[config.mk]
export PLATFORM = sky130hd
export DESIGN_NAME = axi_lite_cmd_master
export DESIGN_NICKNAME = d
export VERILOG_FILES = /design/src/rtl/axi_lite_cmd_master.sv
export SDC_FILE = /design/constraint.sdc
export NUM_CORES = 1
export LEC_CHECK = 0
export CAP_MARGIN = 30
export CORE_MARGIN = 4
export CORE_UTILIZATION = 45
export CTS_CLUSTER_SIZE = 40
export DETAILED_ROUTE_END_ITERATION = 8
export GPL_TIMING_DRIVEN = 0
export PLACE_DENSITY_LB_ADDON = 0.2
export SETUP_SLACK_MARGIN = 0.15
export SLEW_MARGIN = 20
export SYNTH_ARGS = -nofsm -noshare
export SYNTH_HDL_FRONTEND = slang
export SYNTH_SLANG_ARGS = --single-unit
[constraint.sdc]
create_clock -name axi_aclk -period 6.3 [get_ports axi_aclk]
set_clock_uncertainty 0.05 [all_clocks]
set_input_delay 0.63 -clock axi_aclk [delete_from_list [all_inputs] [get_ports axi_aclk]]
set_output_delay 0.63 -clock axi_aclk [all_outputs]
set_load 0.02 [all_outputs]
[src/rtl/axi_lite_cmd_master.sv]
// rtl/axi_lite_cmd_master.sv - single-outstanding AXI4-Lite master driven by a simple command/response handshake
module axi_lite_cmd_master #(
    parameter logic [2:0] PROT = 3'b000
) (
    input  logic        axi_aclk,
    input  logic        axi_areset,

    input  logic        cmd_valid,
    output logic        cmd_ready,
    input  logic        cmd_write,
    input  logic [31:0] cmd_addr,
    input  logic [31:0] cmd_wdata,
    input  logic [3:0]  cmd_wstrb,

    output logic        rsp_valid,
    input  logic        rsp_ready,
    output logic [31:0] rsp_data,
    output logic [1:0]  rsp_resp,

    output logic        m_axi_awvalid,
    output logic [31:0] m_axi_awaddr,
    input  logic        m_axi_awready,
    output logic [2:0]  m_axi_awprot,

    output logic        m_axi_wvalid,
    output logic [31:0] m_axi_wdata,
    output logic [3:0]  m_axi_wstrb,
    input  logic        m_axi_wready,

    input  logic        m_axi_bvalid,
    input  logic [1:0]  m_axi_bresp,
    output logic        m_axi_bready,

    output logic        m_axi_arvalid,
    output logic [31:0] m_axi_araddr,
    input  logic        m_axi_arready,
    output logic [2:0]  m_axi_arprot,

    input  logic        m_axi_rvalid,
    input  logic [31:0] m_axi_rdata,
    input  logic [1:0]  m_axi_rresp,
    output logic        m_axi_rready
);

    localparam logic [2:0] IDLE    = 3'd0;
    localparam logic [2:0] WR_ADDR = 3'd1;
    localparam logic [2:0] WR_RESP = 3'd2;
    localparam logic [2:0] RD_ADDR = 3'd3;
    localparam logic [2:0] RD_DATA = 3'd4;
    localparam logic [2:0] RSP     = 3'd5;

    logic [2:0] state;

    // A channel counts as finished once its valid is low or is handshaking this cycle.
    logic aw_finishing;
    logic w_finishing;

    assign aw_finishing = !m_axi_awvalid || m_axi_awready;
    assign w_finishing  = !m_axi_wvalid  || m_axi_wready;

    assign m_axi_awprot = PROT;
    assign m_axi_arprot = PROT;

    always_ff @(posedge axi_aclk or posedge axi_areset) begin
        if (axi_areset) begin
            state         <= IDLE;
            cmd_ready     <= 1'b0;
            rsp_valid     <= 1'b0;
            rsp_data      <= 32'd0;
            rsp_resp      <= 2'd0;
            m_axi_awvalid <= 1'b0;
            m_axi_awaddr  <= 32'd0;
            m_axi_wvalid  <= 1'b0;
            m_axi_wdata   <= 32'd0;
            m_axi_wstrb   <= 4'd0;
            m_axi_bready  <= 1'b0;
            m_axi_arvalid <= 1'b0;
            m_axi_araddr  <= 32'd0;
            m_axi_rready  <= 1'b0;
        end else begin
            case (state)
                IDLE: begin
                    if (cmd_valid && cmd_ready) begin
                        cmd_ready <= 1'b0;
                        if (cmd_write) begin
                            m_axi_awaddr  <= cmd_addr;
                            m_axi_wdata   <= cmd_wdata;
                            m_axi_wstrb   <= cmd_wstrb;
                            m_axi_awvalid <= 1'b1;
                            m_axi_wvalid  <= 1'b1;
                            state         <= WR_ADDR;
                        end else begin
                            m_axi_araddr  <= cmd_addr;
                            m_axi_arvalid <= 1'b1;
                            state         <= RD_ADDR;
                        end
                    end else begin
                        cmd_ready <= 1'b1;
                    end
                end

                WR_ADDR: begin
                    if (m_axi_awvalid && m_axi_awready) begin
                        m_axi_awvalid <= 1'b0;
                    end
                    if (m_axi_wvalid && m_axi_wready) begin
                        m_axi_wvalid <= 1'b0;
                    end
                    if (aw_finishing && w_finishing) begin
                        m_axi_bready <= 1'b1;
                        state        <= WR_RESP;
                    end
                end

                WR_RESP: begin
                    if (m_axi_bvalid && m_axi_bready) begin
                        m_axi_bready <= 1'b0;
                        rsp_resp     <= m_axi_bresp;
                        rsp_data     <= 32'd0;
                        rsp_valid    <= 1'b1;
                        state        <= RSP;
                    end
                end

                RD_ADDR: begin
                    if (m_axi_arvalid && m_axi_arready) begin
                        m_axi_arvalid <= 1'b0;
                        m_axi_rready  <= 1'b1;
                        state         <= RD_DATA;
                    end
                end

                RD_DATA: begin
                    if (m_axi_rvalid && m_axi_rready) begin
                        m_axi_rready <= 1'b0;
                        rsp_data     <= m_axi_rdata;
                        rsp_resp     <= m_axi_rresp;
                        rsp_valid    <= 1'b1;
                        state        <= RSP;
                    end
                end

                RSP: begin
                    // cmd_ready rises together with the return to IDLE so it is high the next cycle.
                    if (rsp_valid && rsp_ready) begin
                        rsp_valid <= 1'b0;
                        cmd_ready <= 1'b1;
                        state     <= IDLE;
                    end
                end

                default: begin
                    state <= IDLE;
                end
            endcase
        end
    end

endmodule

# Word-level counts from Yosys, hierarchy flattened
# Index checks and enable logic that the tools add are counted.
# W data, S select, Z words.
[op_classes]
n_mux = 37
n_reduce_logical = 31
bitwise = 1
eq_ne = 15
[op_table]
columns = ["cell", "count"]
rows = [
  ["$mux W32", 2],
  ["$pmux W32 S2", 1],
  ["$ne A2 B2 Y1 const B", 10],
  ["$mux W3", 6],
  ["$pmux W3 S6", 1],
  ["$mux W1", 16],
  ["$reduce_and A4 Y1", 4],
  ["$reduce_and A3 Y1", 5],
  ["$pmux W1 S2", 6],
  ["$reduce_bool A2 Y1", 6],
  ["$logic_and A1 B1 Y1", 8],
  ["$eq A3 B2 Y1 const B", 2],
  ["$eq A3 B3 Y1 const B", 2],
  ["$mux W2", 3],
  ["$reduce_and A6 Y1", 1],
  ["$pmux W2 S2", 1],
  ["$eq A3 B1 Y1 const B", 1],
  ["$logic_not A3 Y1", 1],
  ["$pmux W1 S3", 1],
  ["$reduce_bool A3 Y1", 1],
  ["$logic_not A1 Y1", 2],
  ["$logic_or A1 B1 Y1", 2],
  ["$reduce_and A2 Y1", 1],
  ["$not A1 Y1", 1],
]
[word_totals]
elab_cells = 98
reg_bits = 144

# Longest topological paths before layout
[logic_depth]
depth_word = 5
ltp_mapped = 7
ltp_nobuf = 4

# Least setup slack after synthesis
# No wires, ideal clock.
[synth_path]
path_kind = "input to register"
startpoint = "input cmd_valid"
endpoint = "register m_axi_araddr[10]"
t_arrival_ps = 1651
cell_stages = 6
setup_slack_ps = 4474
cell_sequence = "nand2_1 -> nor4_4 -> nor2b_1 -> buf_4 -> buf_4 -> mux2_2"
[synth_via]
elab_chain_cells = 2
[synth_rtl]
columns = ["item", "line_no", "source"]
rows = [
  ["start, declared", "8", "input logic cmd_valid,"],
  ["$logic_and A1 B1 Y1", "83", "if (cmd_valid && cmd_ready) begin"],
  ["$reduce_and A3 Y1 (no line)", "-", ""],
  ["end signal, assigned", "93", "m_axi_araddr <= cmd_addr;"],
  ["end, declared", "35", "output logic [31:0] m_axi_araddr,"],
]
# No other way between the ends.
# A chain may end at the register's enable or synchronous reset.

# Final worst setup path
[layout_path]
startpoint = "register m_axi_rready"
endpoint = "output m_axi_rready"
[layout_lines]
columns = ["item", "line_no", "source"]
rows = [
  ["start, declared", "42", "output logic m_axi_rready"],
  ["start signal, assigned", "79", "m_axi_rready <= 1'b0;"],
  ["start signal, assigned", "128", "m_axi_rready <= 1'b1;"],
  ["start signal, assigned", "135", "m_axi_rready <= 1'b0;"],
]
# No word-level cell between the ends.

==> flow_metrics.env <==
export IMPL_status="complete, no violations"
export IMPL_cp_required_ns=5.62
export IMPL_cts_setup_buffers=0
export IMPL_wl_met2_um=7904
export IMPL_startpoint="m_axi_rready$_DFFE_PP0P_"
export IMPL_end_kind="output port"
export IMPL_power_per_cell_area_nw_per_um2=552.8
export IMPL_hpwlAfterDp_um=11650
export IMPL_crit_reg2reg_launch="state[0]$_DFFE_PP0P_"
export IMPL_regToRegEndpoint="m_axi_araddr[17]$_DFFE_PP0P_"
export IMPL_num_rows=41
export IMPL_drc_errors=0
export IMPL_finish_instance_area_um2=9390
export IMPL_syn_to_final_growth_pct=58.20
export IMPL_synth_area_per_cell_um2=13.77
export IMPL_grt_overflow=0
export IMPL_p_leak_uw=0.003966
export IMPL_cts_tree="yes"
export IMPL_synth_distinct_cells=37
export IMPL_syn_cell_area_um2=5936
export IMPL_wl_per_cell_um=17.44
export IMPL_crit_slowest_cell="clkdlybuf4s50_1"
export IMPL_cap_violations=0
export IMPL_seq_area_frac_synth_pct=60.71
export IMPL_drt_pass1_iter_count=4
export IMPL_final_max_slew_violation_count=0
export IMPL_place_gp_congestion=0.7581
export IMPL_top_layer="met4"
export IMPL_route_met3_wl_um=1756
export IMPL_antenna_left=0
export IMPL_ctsHoldBuffers=0
export IMPL_fin_total_pwr_uw=5191
export IMPL_cp_start_kind="flop"
export IMPL_critPathTopFamily="buffers and inverters"
export IMPL_vias=4271
export IMPL_n_antenna_cell=0
export IMPL_hold_path_depth=1
export IMPL_drive_gt1_share_pct=23.37
export IMPL_clkTransAtPathRegs_ns=0.06
export IMPL_syn_inst=431
export IMPL_layout_nets=824
export IMPL_place_port_buffers=254
export IMPL_grt_pass1_wl_um=24090
export IMPL_critPathMaxFanout=6
export IMPL_ff2ff_path_depth=6
export IMPL_pin_count=261
export IMPL_fill_cells=852
export IMPL_grt_antenna_before_repair=0
export IMPL_crit_type="flop to output port"
export IMPL_routed_wl_um=15610
export IMPL_cts_sinks=144
export IMPL_timing_fmax_ghz=0.4567
export IMPL_die_y_um=122.9
export IMPL_met1_length_um=5709
export IMPL_min_period_ns=2.190
export IMPL_final_hold_viol_count=0
export IMPL_insertion_delay_ns=0.41
export IMPL_drtIter0Drc=139
export IMPL_hold_class="flop to flop"
export IMPL_root_buffer="clkbuf_16"
export IMPL_slowest_delay_ns=0.64
export IMPL_path_cells="clkdlybuf4s50_1"
export IMPL_ff2ff_setup_slack_ns=4.36
export IMPL_grt_pass1_vias=4692
export IMPL_placed_area_um2=8747
export IMPL_die_w_um=122.9
export IMPL_period_share_pct=34.75
export IMPL_path_buf_inv=1
export IMPL_grt_usage_pct=21.01
export IMPL_core_um2=12770
export IMPL_setup_viol=0
export IMPL_die_area_um2=15090
export IMPL_grt_max_degree=75
export IMPL_clock_path_buffers=2
export IMPL_vdd_drop_max_mv=0.3661
export IMPL_whs_endpoint="m_axi_awaddr[28]$_DFFE_PP0P_"
export IMPL_synth_warnings=0
export IMPL_min_delay_start="m_axi_awaddr[28]$_DFFE_PP0P_"
export IMPL_rsz0062_at_grt="false"
export IMPL_holdWs_ns=0.4513
export IMPL_cts_buffers=17
export IMPL_cts_resized=0
export IMPL_start_util_pct=46.47
export IMPL_critPathArrivalTime_ns=1.51
export IMPL_ys_ff_latch=144
export IMPL_vias_per_cell=4.772
export IMPL_h_tree_depth=4
[logic make-up after synthesis]
family / synth area share [%]
other: 0.06318
multiplexers: 25.15
AO/OA/AOI/OAI: 2.192
AND/OR/NAND/NOR: 5.839
buffers and inverters: 6.050
flip-flops: 60.71
[per-layer routing]
layer	global-route usage [%]	up-vias
met4	7.488	0
met3	9.631	21
met5	0	-
met2	36.08	184
li1	-	1989
met1	22.81	2077
[area by class of cell]
| class | instances | area (um^2) | share of cell area, % |
|---|---|---|---|
| Sequential cell | 144 | 3603 | 38.37 |
| Timing Repair Buffer | 255 | 2570 | 27.37 |
| Multi-Input combinational cell | 229 | 1992 | 21.21 |
| Clock buffer | 18 | 429.2 | 4.570 |
| Buffer | 28 | 227.7 | 2.425 |
| Tap cell | 172 | 215.2 | 2.292 |
| Clock inverter | 14 | 214.0 | 2.278 |
| Inverter | 35 | 138.9 | 1.479 |
[per-stage QoR]
step	worst slack, ns	TNS (ns)	cells	utilization [%]
2_1_floorplan	1.754	0	436	-
3_3_place_gp	-0.03495	-4.000	862	68.20
3_5_place_dp	3.817	0	863	68.48
4_1_cts	4.091	0	895	73.51
5_1_grt	4.051	0	895	73.51
6_report	4.110	0	895	73.51
[placed cells by master (no fill, tap or decap), types with 6 or more instances in the layout]
| cell type | n |
|---|---|
| clkdlybuf4s50_1 | 254 |
| dfrtp_1 | 144 |
| mux2_2 | 104 |
| nand2_1 | 45 |
| inv_1 | 34 |
| mux2i_1 | 31 |
| clkbuf_16 | 17 |
| buf_4 | 9 |
| buf_2 | 8 |
| a21oi_1 | 7 |
| conb_1 | 6 |
[where the power goes]
| group | switching (uW) | leakage (uW) | internal [uW] |
|---|---|---|---|
| clock network | 386 | 0.000306 | 702 |
| logic | 1190 | 0.00187 | 1280 |
| registers | 250 | 0.00179 | 1380 |
[flip-flops by register name (all words and copies together), names as in the netlist, 2 cells and up]
name and flops:
m_axi_araddr 32, m_axi_awaddr 32, m_axi_wdata 32, rsp_data 32, m_axi_wstrb 4, state 3, rsp_resp 2
[how the worst max path moves through the flow]
| stage | endpoint | slack, ns | cells after the start |
|---|---|---|---|
| after floorplan | cmd_ready$_DFFE_PP0P_ | 1.75 | 1 |
| after global placement | m_axi_wdata[12]$_DFFE_PP0P_ | -0.03 | 2 |
| after detailed placement | m_axi_araddr[11]$_DFFE_PP0P_ | 3.82 | 7 |
| after CTS | rsp_valid | 4.09 | 1 |
| after global routing | m_axi_rready | 4.05 | 1 |
| final | m_axi_rready | 4.11 | 1 |
[synthesized netlist by cell type, drive strengths merged]
cell type / n / area share [%]
or2: 1 / 0.11
nand3b: 1 / 0.13
a31oi: 2 / 0.21
nand2b: 2 / 0.21
a22oi: 1 / 0.13
o21ai: 4 / 0.34
and3b: 2 / 0.30
and2b: 2 / 0.32
a21oi: 7 / 0.59
conb: 1 / 0.063
clkbuf: 4 / 0.25
nor2: 4 / 0.25
a311oi: 1 / 0.15
mux2: 105 / 20
a21o: 1 / 0.13
nand3: 1 / 0.084
a211oi: 1 / 0.21
nor3b: 3 / 0.57
o22a: 1 / 0.17
a21boi: 1 / 0.13
nor2b: 1 / 0.11
dfrtp: 144 / 61
buf: 24 / 3.6
mux2i: 31 / 5.2
nand2: 45 / 2.8
nor4b: 1 / 0.25
nand4: 2 / 0.21
a22o: 1 / 0.15
nor4: 1 / 0.36
and2: 1 / 0.11
inv: 35 / 2.2
No activity file was read; power rests on OpenSTA's default activity.
